**src/rtl/snake_row_scanner.sv**
```systemverilog
// Scans the snake segment list once per display row, building a column bitmap
// that is double-buffered into a display copy read by a one-cycle pixel stage.
module snake_row_scanner #(
  parameter int unsigned X        = 6,
  parameter int unsigned Y        = 5,
  parameter int unsigned S_ADDR_W = 6
) (
  input  logic                clk,
  input  logic                rst_n,
  input  logic                line_start,
  input  logic [Y-1:0]        row_y,
  output logic [S_ADDR_W-1:0] q_addr,
  input  logic [X-1:0]        q_x,
  input  logic [Y-1:0]        q_y,
  input  logic                q_vld,
  input  logic [X-1:0]        fx,
  input  logic [Y-1:0]        fy,
  input  logic                pix_en,
  input  logic [X-1:0]        col_x,
  output logic                pix_head,
  output logic                pix_body,
  output logic                pix_food,
  output logic                busy,
  output logic                ovr
);

  localparam int unsigned COLS = 1 << X;
  localparam logic [1:0] IDLE = 2'd0;
  localparam logic [1:0] SCAN = 2'd1;
  localparam logic [1:0] SWAP = 2'd2;
  localparam logic [S_ADDR_W-1:0] ADDR_MAX = '1;

  logic [1:0]      state;
  logic [1:0]      state_n;
  logic            start;
  logic            record;
  logic            inc;
  logic            swap;
  logic            ovr_n;

  logic [Y-1:0]    row;
  logic [COLS-1:0] build;
  logic [X-1:0]    bhead_col;
  logic            bhead_flag;
  logic [COLS-1:0] disp;
  logic [X-1:0]    dhead_col;
  logic            dhead_flag;
  logic [X-1:0]    food_col;
  logic            food_flag;

  logic            hit_head;
  logic            hit_body;
  logic            hit_food;

  // State register
  always_ff @(posedge clk) begin
    if (!rst_n) state <= IDLE;
    else        state <= state_n;
  end

  // Next-state and control strobes
  always_comb begin
    state_n = state;
    start   = 1'b0;
    record  = 1'b0;
    inc     = 1'b0;
    swap    = 1'b0;
    ovr_n   = 1'b0;
    case (state)
      IDLE: begin
        if (line_start) begin
          start   = 1'b1;
          state_n = SCAN;
        end
      end
      SCAN: begin
        ovr_n = line_start;
        if (q_vld) begin
          record = (q_y == row);
          // The last address ends the scan instead of wrapping back to the head.
          if (q_addr == ADDR_MAX) state_n = SWAP;
          else                    inc     = 1'b1;
        end else begin
          state_n = SWAP;
        end
      end
      SWAP: begin
        ovr_n   = line_start;
        swap    = 1'b1;
        state_n = IDLE;
      end
      default: state_n = IDLE;
    endcase
  end

  // Build and display buffers, scan address, status flags
  always_ff @(posedge clk) begin
    if (!rst_n) begin
      q_addr     <= '0;
      row        <= '0;
      build      <= '0;
      bhead_col  <= '0;
      bhead_flag <= 1'b0;
      disp       <= '0;
      dhead_col  <= '0;
      dhead_flag <= 1'b0;
      food_col   <= '0;
      food_flag  <= 1'b0;
      busy       <= 1'b0;
      ovr        <= 1'b0;
    end else begin
      if (start) begin
        row        <= row_y;
        build      <= '0;
        bhead_flag <= 1'b0;
        q_addr     <= '0;
      end
      if (record) begin
        build[q_x] <= 1'b1;
        if (q_addr == '0) begin
          bhead_col  <= q_x;
          bhead_flag <= 1'b1;
        end
      end
      if (inc) q_addr <= q_addr + S_ADDR_W'(1);
      if (swap) begin
        disp       <= build;
        dhead_col  <= bhead_col;
        dhead_flag <= bhead_flag;
        food_flag  <= (fy == row);
        food_col   <= fx;
        q_addr     <= '0;
      end
      busy <= (state_n != IDLE);
      ovr  <= ovr_n;
    end
  end

  // Pixel classification with head > body > food priority
  always_comb begin
    hit_head = pix_en && dhead_flag && (col_x == dhead_col);
    hit_body = pix_en && !hit_head && disp[col_x];
    hit_food = pix_en && !hit_head && !hit_body && food_flag && (col_x == food_col);
  end

  always_ff @(posedge clk) begin
    if (!rst_n) begin
      pix_head <= 1'b0;
      pix_body <= 1'b0;
      pix_food <= 1'b0;
    end else begin
      pix_head <= hit_head;
      pix_body <= hit_body;
      pix_food <= hit_food;
    end
  end

endmodule
```
**config.mk**
```make
export PLATFORM = sky130hd
export DESIGN_NAME = snake_row_scanner
export DESIGN_NICKNAME = d
export VERILOG_FILES = /design/src/rtl/snake_row_scanner.sv
export SDC_FILE = /design/constraint.sdc
export NUM_CORES = 1
export LEC_CHECK = 0
export ABC_CLOCK_PERIOD_IN_PS = 5650
export BUFFER_PORTS_ARGS = -buffer_cell sky130_fd_sc_hd__buf_2
export CAP_MARGIN = 10
export CORE_ASPECT_RATIO = 2
export CORE_UTILIZATION = 45
export CTS_CLUSTER_DIAMETER = 60
export CTS_CLUSTER_SIZE = 12
export DETAILED_ROUTE_END_ITERATION = 12
export GPL_ROUTABILITY_DRIVEN = 0
export PLACE_DENSITY = 0.73
export RECOVER_POWER = 100
export SYNTH_ARGS = -nofsm -noshare
export SYNTH_HDL_FRONTEND = slang
export SYNTH_SLANG_ARGS = --single-unit
```
**constraint.sdc**
```tcl
create_clock -name clk -period 5.65 [get_ports clk]
set_input_delay 1.695 -clock clk [delete_from_list [all_inputs] [get_ports clk]]
set_output_delay 1.695 -clock clk [all_outputs]
set_load 0.05 [all_outputs]
```
==> out/results.ini <==
[clock_tree]
cts_root_buf = sky130_fd_sc_hd__clkbuf_16
clock_tree_from_tritoncts = built
cts_hold_buf = 0
cts_htree_levels = 4
worst_skew_pair.late_latency_ns = 0.43
clkTransAtPathRegs_ns = 0.06
postCtsSetupRepairBufs = 0
post_cts_resized = 0
cts_num_sinks = 167
tritoncts.num_buffers = 17
cts_max_path_buffers = 2

[worst_setup_path]
critical_path.top_delay_family = buffers and inverters
worstReg2RegStart = state[1]
critical-path-top-cell-by-count = sky130_fd_sc_hd__clkbuf_1
worstSetupStartpointType = input pin
crit_path_max_fanout = 43
timing.critical_path.cells = clkbuf_1 > nand2_1 > clkbuf_1 > a22oi_1 > nor2_1
critical_path_arrival_ns = 4.74
timing.reg2reg.setup_slack_ns = 1.90
cp.buffers_inverters = 2
r2r-end = build[14]
max_stage_delay_ns = 1.58
timing.setup.critical_path_class = input pin to flip-flop
end_kind = flip-flop
timing.critical_path.slowest_stage_cell = sky130_fd_sc_hd__clkbuf_1
critPathRequiredTime_ns = 6.01
worstRegToRegCells = 6

[floorplanning]
rows = 63
die-area_mm2 = 0.01587
die_x_um = 89.59
core_region_area_mm2 = 0.01490
io_pins = 49
initial_utilization_pct = 46.34
dieHeight_um = 177.2

[synthesis]
synthesis.area_mm2 = 0.006904
post_synth_most_frequent_cells = sky130_fd_sc_hd__dfxtp_1, sky130_fd_sc_hd__nor2_1, sky130_fd_sc_hd__mux2i_1, sky130_fd_sc_hd__a2bb2oi_1, sky130_fd_sc_hd__clkbuf_1
synth_cell_type_count = 48
yosys_warnings = 0
postSynthCellCount = 709
main_flop_type_after_synthesis = sky130_fd_sc_hd__dfxtp_1
yosys.cell_count.top_type = sky130_fd_sc_hd__dfxtp_1
post_synthesis_async_set_or_reset_flop_share_pct = 0
dominant_combinational_cell_family_by_area_after_synthesis = multiplexers
post_synth_fa_ha_maj_area_fraction_pct = 0.9061
share_of_the_synthesized_area_in_compound_gates_ao_oa_aoi_oai_pct = 11.89
syn_nets = 752
synth.ff_latch_count = 167
synth_enable_flop_cells = 0
synth_simple_gate_area_share_pct = 15.15
synth_top_cell_area_share_pct = 48.42
synth_area_leaders = sky130_fd_sc_hd__dfxtp_1, sky130_fd_sc_hd__mux2i_1, sky130_fd_sc_hd__nor2_1, sky130_fd_sc_hd__a2bb2oi_1, sky130_fd_sc_hd__xnor2_1
multiplexer_share_of_the_synthesized_area_pct = 17.43
yosys.area.top_type = sky130_fd_sc_hd__dfxtp_1
synthesis.area_per_instance_um2 = 9.738
yosys.area_share.xor_xnor_pct = 2.791
yosysSeqAreaShare_pct = 48.42

[timing]
timing.final.hold_violations = 0
grt_setup_unrepaired = false
worst_pin_slew_ns = 2.169
finalCritPeriodShare_pct = 77.66
period_minus_slack_ns = 4.388
fin_worst_skew_ns = 0.01223
timing.fmax_mhz = 227.9
final-max-slew-violation-count = 158
number_of_failing_setup_endpoints_in_the_final_timing_report = 0
fin_setup_tns_ns = 0
timing.max_slew.rel_slack_pct = -44.62

[cells_and_area]
syn2layout_area_growth_pct = 12.69
fin_util_pct = 52.22
drive_above_1_share_pct = 10.51
final.fill_count = 1291
diodes = 0
finalNetCount = 772

[detailed_routing]
detail-route-antenna-nets = 0
first_iter_violations = 312
drcViolationCount = 0
drt-wirelength-per-cell_um = 18.45
routed-via-count = 5328
router_iterations_before_antenna_repair = 5
vias_per_cell = 5.686
detailed_route_wl_um = 17290

[global_routing]
grt_max_degree = 105
global_route.overflow_total = 0
grt_usage_pct = 22.70
first_global_vias = 5366
grt_pass1_wl_um = 26640
grt_antenna_before_repair = 0

[pwr]
cellLeakagePower_nw = 2.766
peakVddDrop_mv = 0.1636
cellPowerDensity_mw_per_mm2 = 329.0

[outcome]
status = finished with violations
violations = capacitance limit, slew limit

[hold_path]
hp-start = build[5]
timing.hold.worst_endpoint = build[5]
timing.hold.worst_path_depth = 2
hold_path.class = flip-flop to flip-flop

[job]
drv_cap = 4

[placed_design]
dpl.hpwl_um = 11750
port-buffer-count = 48

cells by family (layout without fill, tap and decap cells):
group | count (synthesis) | after routing
AOI/OAI and AO/OA | 108 | 108
xor gates and xnor gates | 22 | 22
adders and majority gates | 5 | 5
buffers and inverters | 58 | 91
DFF | 167 | 167
muxes | 114 | 114
and+or+nand+nor | 235 | 235
routing by layer:
metal  global-route usage, %  vias up  routed length, um
met3                   4.897       36                778
li1                        -     2537                  -
met5                       0        -                  0
met2                   41.60      152               9416
met1                   22.40     2603               6384
met4                   13.29        0                709
flip-flops by register name, indices dropped and copies added (netlist names), 2 cells and up:
| signal | cells |
|---|---|
| state | 2 |
| dhead_col | 6 |
| bhead_col | 6 |
| q_addr | 6 |
| row | 5 |
| build | 64 |
| food_col | 6 |
| disp | 64 |
placed cells by master, fill, tap and decap left out, types with 4 or more instances in the layout:
cell,instances
sky130_fd_sc_hd__mux4_2,5
sky130_fd_sc_hd__o21ai_0,6
sky130_fd_sc_hd__clkbuf_1,17
sky130_fd_sc_hd__mux2i_1,109
sky130_fd_sc_hd__xnor2_1,19
sky130_fd_sc_hd__ha_1,5
sky130_fd_sc_hd__nor3_1,7
sky130_fd_sc_hd__and2_1,4
sky130_fd_sc_hd__inv_6,5
sky130_fd_sc_hd__a2bb2oi_1,50
sky130_fd_sc_hd__nor2_1,154
sky130_fd_sc_hd__inv_1,6
sky130_fd_sc_hd__nand3_1,15
sky130_fd_sc_hd__dfxtp_1,167
sky130_fd_sc_hd__nand4_1,5
sky130_fd_sc_hd__a22oi_1,22
sky130_fd_sc_hd__clkbuf_16,17
sky130_fd_sc_hd__a21oi_1,19
sky130_fd_sc_hd__nand3b_1,5
sky130_fd_sc_hd__buf_2,34
sky130_fd_sc_hd__and3_1,4
sky130_fd_sc_hd__nand2_1,22
worst min-delay path, cell delays in order (launching register included):
cell	delay, ns
sky130_fd_sc_hd__dfxtp_1	0.31
sky130_fd_sc_hd__nand2_1	0.05
sky130_fd_sc_hd__a21oi_1	0.05
power by group:
part	switching [mW]	internal, mW	leakage [nW]	total [mW]
Clock	0.491	0.694	0.288	1.18
Combinational	0.122	0.0617	1.13	0.184
Sequential	0.00627	1.18	1.35	1.19
Total	0.619	1.94	2.77	2.56
how the worst max path moves through the flow:
stage	start	to	slack [ns]	depth (start not counted)
final	line_start	build[14]	1.26	5
after global routing	line_start	build[11]	1.12	5
after CTS	col_x[2]	pix_body	2.37	6
after detailed placement	col_x[2]	pix_body	1.91	6
after global placement	col_x[2]	pix_body	1.91	6
after floorplan	q_y[0]	build[5]	2.37	6
metrics by stage:
| step | setup slack (ns) | total power [mW] | area, um2 | hold slack (ns) | instances |
|---|---|---|---|---|---|
| 2_1_floorplan | 2.370 | 1.349 | 6904 | 0.4315 | 709 |
| 3_3_place_gp | 1.913 | 1.397 | 7227 | 0.4410 | 905 |
| 3_5_place_dp | 1.906 | 1.401 | 7227 | 0.4543 | 905 |
| 4_1_cts | 2.366 | 2.570 | 7833 | 0.4676 | 937 |
| 5_1_grt | 1.115 | 2.624 | 7780 | 0.4891 | 937 |
| 6_report | 1.262 | 2.560 | 7780 | 0.4651 | 937 |
layout make-up:
type                    count  area (um2)  area share [%]
clock buffers              21       470.5           6.047
clock inverters            11       135.1           1.737
inverters                   7       28.78          0.3699
multi-input cells         484        3313           42.59
flip-flops and latches    167        3343           42.97
well taps                 195       244.0           3.136
repair buffers             52       245.2           3.152
Power figures use the tool's default switching activity.
